**src/rtl/chimera_clu_pwr_seq.sv**
```systemverilog
// Per-cluster power sequencer: isolation, reset and clock-enable ordering for each cluster domain.
// Optional wait timeouts in DEISO/ISO with a sticky error flag: define CHIMERA_CLU_PWR_SEQ_TIMEOUT_EN.
//
// state     | meaning
// ----------+------------------------------------------------------------
// S_OFF     | cluster off: isolated, in reset, clock gated
// S_CLK_ON  | clock running with reset held for ResetCycles
// S_RST_REL | reset released, settling for SettleCycles
// S_DEISO   | isolation dropped, waiting for isolated_i to fall
// S_ON      | cluster fully up
// S_ISO     | isolation requested, waiting for isolated_i to rise
// S_RST_ON  | reset asserted with clock running for ResetCycles
module chimera_clu_pwr_seq #(
    parameter int unsigned NumClusters   = 2,
    parameter int unsigned ResetCycles   = 8,
    parameter int unsigned SettleCycles  = 4,
    parameter int unsigned TimeoutCycles = 1024
) (
    input  logic                   soc_clk_i,
    input  logic                   rst_ni,
    input  logic [NumClusters-1:0] clu_en_i,
    input  logic [NumClusters-1:0] isolated_i,
    input  logic [NumClusters-1:0] err_clr_i,
    output logic [NumClusters-1:0] isolate_o,
    output logic [NumClusters-1:0] clu_rst_no,
    output logic [NumClusters-1:0] clu_clk_en_o,
    output logic [NumClusters-1:0] on_o,
    output logic [NumClusters-1:0] busy_o,
    output logic [NumClusters-1:0] err_o
);

    localparam int unsigned MaxRs     = (ResetCycles > SettleCycles) ? ResetCycles : SettleCycles;
    localparam int unsigned MaxCycles = (MaxRs > TimeoutCycles) ? MaxRs : TimeoutCycles;
    localparam int unsigned CntW      = $clog2(MaxCycles + 1);

    // Terminal counts: the counter is cleared on state entry, so N cycles end at N-1.
    localparam logic [CntW-1:0] RstTc = CntW'(ResetCycles - 1);
    localparam logic [CntW-1:0] SetTc = CntW'(SettleCycles - 1);
`ifdef CHIMERA_CLU_PWR_SEQ_TIMEOUT_EN
    localparam logic [CntW-1:0] ToTc  = CntW'(TimeoutCycles - 1);
`endif

    typedef enum logic [2:0] {
        S_OFF,
        S_CLK_ON,
        S_RST_REL,
        S_DEISO,
        S_ON,
        S_ISO,
        S_RST_ON
    } state_e;

    // {isolate, rst_n, clk_en, on, busy}
    function automatic logic [4:0] dec(input state_e s);
        case (s)
            S_OFF:     return 5'b10000;
            S_CLK_ON:  return 5'b10101;
            S_RST_REL: return 5'b11101;
            S_DEISO:   return 5'b01101;
            S_ON:      return 5'b01110;
            S_ISO:     return 5'b11101;
            S_RST_ON:  return 5'b10101;
            default:   return 5'b10000;
        endcase
    endfunction

`ifndef CHIMERA_CLU_PWR_SEQ_TIMEOUT_EN
    logic w_unused_err_clr;
    assign w_unused_err_clr = ^err_clr_i;
`endif

    for (genvar g = 0; g < NumClusters; g++) begin : g_clu
        state_e          r_state;
        logic [CntW-1:0] r_cnt;
        logic [4:0]      r_out;
        logic [CntW-1:0] w_cnt_inc;

        assign w_cnt_inc = (r_cnt == '1) ? r_cnt : r_cnt + 1'b1;

`ifdef CHIMERA_CLU_PWR_SEQ_TIMEOUT_EN
        logic r_err;
        assign err_o[g] = r_err;
`else
        assign err_o[g] = 1'b0;
`endif

        always_ff @(posedge soc_clk_i) begin
            if (!rst_ni) begin
                r_state <= S_OFF;
                r_cnt   <= '0;
                r_out   <= dec(S_OFF);
`ifdef CHIMERA_CLU_PWR_SEQ_TIMEOUT_EN
                r_err   <= 1'b0;
`endif
            end else begin
`ifdef CHIMERA_CLU_PWR_SEQ_TIMEOUT_EN
                // A timeout below overrides this clear in the same cycle.
                if (err_clr_i[g]) r_err <= 1'b0;
`endif
                case (r_state)
                    S_OFF: begin
                        if (clu_en_i[g]) begin
                            r_state <= S_CLK_ON;
                            r_out   <= dec(S_CLK_ON);
                            r_cnt   <= '0;
                        end
                    end
                    S_CLK_ON: begin
                        if (r_cnt == RstTc) begin
                            r_state <= S_RST_REL;
                            r_out   <= dec(S_RST_REL);
                            r_cnt   <= '0;
                        end else begin
                            r_cnt <= w_cnt_inc;
                        end
                    end
                    S_RST_REL: begin
                        if (r_cnt == SetTc) begin
                            r_state <= S_DEISO;
                            r_out   <= dec(S_DEISO);
                            r_cnt   <= '0;
                        end else begin
                            r_cnt <= w_cnt_inc;
                        end
                    end
                    S_DEISO: begin
                        if (!isolated_i[g]) begin
                            r_state <= S_ON;
                            r_out   <= dec(S_ON);
                            r_cnt   <= '0;
                        end
`ifdef CHIMERA_CLU_PWR_SEQ_TIMEOUT_EN
                        else if (r_cnt == ToTc) begin
                            r_err   <= 1'b1;
                            r_state <= S_ISO;
                            r_out   <= dec(S_ISO);
                            r_cnt   <= '0;
                        end else begin
                            r_cnt <= w_cnt_inc;
                        end
`endif
                    end
                    S_ON: begin
                        if (!clu_en_i[g]) begin
                            r_state <= S_ISO;
                            r_out   <= dec(S_ISO);
                            r_cnt   <= '0;
                        end
                    end
                    S_ISO: begin
                        if (isolated_i[g]) begin
                            r_state <= S_RST_ON;
                            r_out   <= dec(S_RST_ON);
                            r_cnt   <= '0;
                        end
`ifdef CHIMERA_CLU_PWR_SEQ_TIMEOUT_EN
                        else if (r_cnt == ToTc) begin
                            r_err   <= 1'b1;
                            r_state <= S_RST_ON;
                            r_out   <= dec(S_RST_ON);
                            r_cnt   <= '0;
                        end else begin
                            r_cnt <= w_cnt_inc;
                        end
`endif
                    end
                    S_RST_ON: begin
                        if (r_cnt == RstTc) begin
                            r_state <= S_OFF;
                            r_out   <= dec(S_OFF);
                            r_cnt   <= '0;
                        end else begin
                            r_cnt <= w_cnt_inc;
                        end
                    end
                    default: begin
                        r_state <= S_OFF;
                        r_out   <= dec(S_OFF);
                        r_cnt   <= '0;
                    end
                endcase
            end
        end

        assign isolate_o[g]    = r_out[4];
        assign clu_rst_no[g]   = r_out[3];
        assign clu_clk_en_o[g] = r_out[2];
        assign on_o[g]         = r_out[1];
        assign busy_o[g]       = r_out[0];
    end

endmodule

```
**config.mk**
```make
export PLATFORM = sky130hd
export DESIGN_NAME = chimera_clu_pwr_seq
export DESIGN_NICKNAME = d
export VERILOG_FILES = /design/src/rtl/chimera_clu_pwr_seq.sv
export SDC_FILE = /design/constraint.sdc
export NUM_CORES = 1
export LEC_CHECK = 0
export CORE_ASPECT_RATIO = 0.75
export CORE_MARGIN = 1.5
export CORE_UTILIZATION = 30
export CTS_CLUSTER_DIAMETER = 60
export DETAILED_ROUTE_END_ITERATION = 6
export PLACE_DENSITY = 0.46
export REMOVE_ABC_BUFFERS = 1
export SLEW_MARGIN = 25
export SYNTH_ARGS = -nofsm -noshare
export SYNTH_HDL_FRONTEND = slang
export SYNTH_SLANG_ARGS = --single-unit
export TNS_END_PERCENT = 1
```
**constraint.sdc**
```tcl
create_clock -name soc_clk_i -period 1.7 [get_ports soc_clk_i]
set_input_delay 0.17 -clock soc_clk_i [delete_from_list [all_inputs] [get_ports soc_clk_i]]
set_output_delay 0.17 -clock soc_clk_i [all_outputs]
set_load 0.02 [all_outputs]
```
==> reports/summary.log <==
[logic_synthesis] share of Yosys cell area claimed by the top area cell type 33.2%
[die] total number of placement rows 27
[pwr] leakage power total 1.18 nW
[clock_tree] insertion delay to the later sink of the worst-skew pair 0.29 ns
[drt] vias per inst 5.12
[global_route] GR Overflow Total 0
[sta] crit path time final 1.78 ns
[logic_synthesis] count of flip-flops with a built-in enable after synthesis 0
[pwr] power density over cell area 1330 mW/mm²
[pwr] total power after layout 4.20 mW
[drt] WL/cell 13.5 µm
[place] number of buffers inserted by port buffering 15
[setup_path] required time at the worst-slack endpoint 1.88 ns
[sta] Final Hold Fails 0
[logic_synthesis] Post-synth top cells 38 x sky130_fd_sc_hd__dfxtp_1, 28 x sky130_fd_sc_hd__a21oi_1, 26 x sky130_fd_sc_hd__nand2_1
[drt] wire length after detailed routing 6300 µm
[setup_path] Worst Path Class, Setup reg2reg
[clock_tree] Post-CTS Hold Fix Bufs 0
[finish] number of nets at the end of the flow 375
[die] area of the die 0.00818 mm²
[logic_synthesis] most used standard cell by instance count after synthesis sky130_fd_sc_hd__dfxtp_1
[sta] Total Neg Setup Slack -0.558 ns
[clock_tree] H-tree depth reported by CTS 2
[clock_tree] total clock sinks 38
[clock_tree] buffers from clock root to sink, at most 2
[global_route] global-route wire length before repair 10900 µm
[place] gpl congestion 0.832
[logic_synthesis] cell taking the most area after synthesis sky130_fd_sc_hd__dfxtp_1
[drt] post-detailed-route DRC marker count 0
[finish] share of cells above drive strength 1 30.9%
[place] half-perimeter wire length of the detailed placement result 4730 µm
[logic_synthesis] Ys Warns 0
[setup_path] crit path launch type flip-flop
[global_route] vias in the first global route 2207
[finish] FF+latch area 773 µm²
[drt] DRT iter0 DRCs 192
[logic_synthesis] netlist area before placement 0.00229 mm²
[logic_synthesis] number of standard cells after synthesis 293
[sta] period utilisation layout 105%
[clock_tree] number of CTS-inserted buffers 5
[clock_tree] post-CTS clock slew at the launch and capture registers of the worst setup and hold paths 0.08 ns
[flow_run] Max Cap Viol 0
[logic_synthesis] sequential area share after synthesis 33.2%
[die] Die X 104 µm
[drt] Detail Route Antenna Nets 0
[logic_synthesis] async set or reset register ratio after synthesis 0%
[clock_tree] clock tree from TritonCTS built
[setup_path] Max Fanout on Critical Path 8
[setup_path] Critical Path End Type flip-flop
[logic_synthesis] synthesized flop and latch total 38
[sta] Peak Freq 0.560 GHz
[sta] RSZ-0062 raised after global routing yes
[die] core area 0.00736 mm²
[logic_synthesis] count of different cell masters after synthesis 65
[global_route] all-layer global routing usage 16.4%
[sta] total count of max-transition violations in the final report 0
[finish] Antenna Cells 0
[sta] post-route clock skew 0.00622 ns
[setup_path] worst path arrival time 1.97 ns
[outcome] violated checks negative setup slack
[drt] DR vias 2389
[finish] footprint of the multi-input gates 0.00142 mm²
[worst_hold_path] worst hold path class reg2reg
[finish] area of all placed cells without fillers 0.00317 mm²
[logic_synthesis] Post-synth top flop sky130_fd_sc_hd__dfxtp_1
[setup_path] max incr delay on CP 0.36 ns
[logic_synthesis] syn_area_per_cell 7.82 µm²
[setup_path] worst reg-to-reg setup slack -0.08 ns
[global_route] antenna violations before repair 0
[die] Vert. Die Dim 78.7 µm
[global_route] largest net degree at the start of global routing 23
[setup_path] sequence of cells on the critical path nor4_4 > nand4_2 > a22o_2 > buf_4 > a32oi_1 > nor2_1
[drt] router iterations before antenna repair 4
[die] io pins 20
[sta] hold_ws 0.463 ns
[logic_synthesis] largest cells by area after synthesis sky130_fd_sc_hd__dfxtp_1 33%, sky130_fd_sc_hd__a21oi_1 6.1%, sky130_fd_sc_hd__nand2_1 4.3%
[die] Initial Util 31.1%
[finish] number of fill cells in the layout 772
[sta] Setup WS post-layout -0.0842 ns
[clock_tree] clock tree root driver cell sky130_fd_sc_hd__clkbuf_8
[finish] Area growth syn-to-layout 38.2%
[sta] number of failing setup endpoints in the final timing report 15
[setup_path] CP max stage cell sky130_fd_sc_hd__a22o_2
[outcome] run status complete, but fails checks
[place] area of placed instances 0.00298 mm²
[pwr] maximum ir drop on the vdd rail 0.657 mV
[finish] Util after Layout 43.0%
metrics by stage:
step                      setup WS [ns]  cells
final                           -0.0842    467
after floorplan                  -0.392    270
after global routing             -0.199    467
after global placement           -0.265    455
after detailed placement         -0.295    455
after CTS                        -0.106    466
flip-flops by register name, indices dropped and copies added (netlist names):
name	flops
g_clu.r_state	6
g_clu.r_out	10
g_clu.r_cnt	22
kinds of logic (layout without fill, tap and decap cells):
family / Yosys count / in the layout / synth area share (%)
adders and majority gates: 2 / 2 / 1.09
xor gates and xnor gates: 4 / 4 / 1.53
DFF: 38 / 38 / 33.2
AOI/OAI and AO/OA: 91 / 91 / 26.6
buffers and inverters: 34 / 106 / 6.93
and+or+nand+nor: 122 / 122 / 30.0
other: 1 / 2 / 0.164
muxes: 1 / 1 / 0.437
final timing paths:
kind | startpoint | to | depth (start not counted)
min reg2reg | g_clu[0].r_out[1]$_SDFFE_PN0P_ | g_clu[0].r_out[1]$_SDFFE_PN0P_ | 2
min | g_clu[0].r_out[1]$_SDFFE_PN0P_ | g_clu[0].r_out[1]$_SDFFE_PN0P_ | 2
max | g_clu[1].r_cnt[8]$_SDFFE_PN0P_ | g_clu[1].r_cnt[6]$_SDFFE_PN0P_ | 6
max reg2reg | g_clu[1].r_cnt[8]$_SDFFE_PN0P_ | g_clu[1].r_cnt[6]$_SDFFE_PN0P_ | 6
power by group:
group	switching [mW]	internal [mW]	total [mW]
Combinational	1.14	1.17	2.31
Clock	0.329	0.328	0.657
Sequential	0.161	1.07	1.23
cell usage in the layout (no fill, tap or decap), types with 6 or more instances in the layout:
master / netlist / layout
sky130_fd_sc_hd__a31oi_1: 9 / 9
sky130_fd_sc_hd__clkdlybuf4s50_1: 0 / 15
sky130_fd_sc_hd__dfxtp_2: 0 / 7
sky130_fd_sc_hd__nand3_1: 14 / 14
sky130_fd_sc_hd__nor3_1: 10 / 9
sky130_fd_sc_hd__dfxtp_1: 38 / 30
sky130_fd_sc_hd__inv_1: 10 / 10
sky130_fd_sc_hd__nand4_1: 6 / 6
sky130_fd_sc_hd__nor2_1: 20 / 20
sky130_fd_sc_hd__buf_4: 3 / 70
sky130_fd_sc_hd__o21ai_0: 18 / 17
sky130_fd_sc_hd__nand2b_1: 8 / 8
sky130_fd_sc_hd__a21oi_1: 28 / 28
sky130_fd_sc_hd__nand2_1: 26 / 26
sky130_fd_sc_hd__clkbuf_8: 0 / 6
final cells by class:
cell class	count	share of cell area, %
clock buffer	7	2.73
clock inverter	1	0.158
inverter	10	1.19
multi-input combinational	222	44.8
sequential	38	24.4
tap	101	3.99
timing repair buffer	88	22.7
layer usage:
metal | track usage [%] | part of all wire (%) | vias up
li1 | - | - | 1221
met1 | 25.3 | 56 | 1103
met2 | 23.0 | 38 | 60
met3 | 3.28 | 5.4 | 5
met4 | 3.75 | 0.89 | 0
met5 | 0 | 0 | -
worst max-delay path, delay by kind of cell (launching register included):
kind                   cells  cell delay (ns)
flip-flops                 1             0.34
buffers and inverters      1             0.18
AO/OA/AOI/OAI              2             0.56
AND/OR/NAND/NOR            3             0.60
what timing repair did:
action,in CTS,in global routing
setup endpoints to repair,37,35
pin swaps,2,4
gates resized for setup,13,11
buffers inserted,3,1
Power figures use the tool's default switching activity.
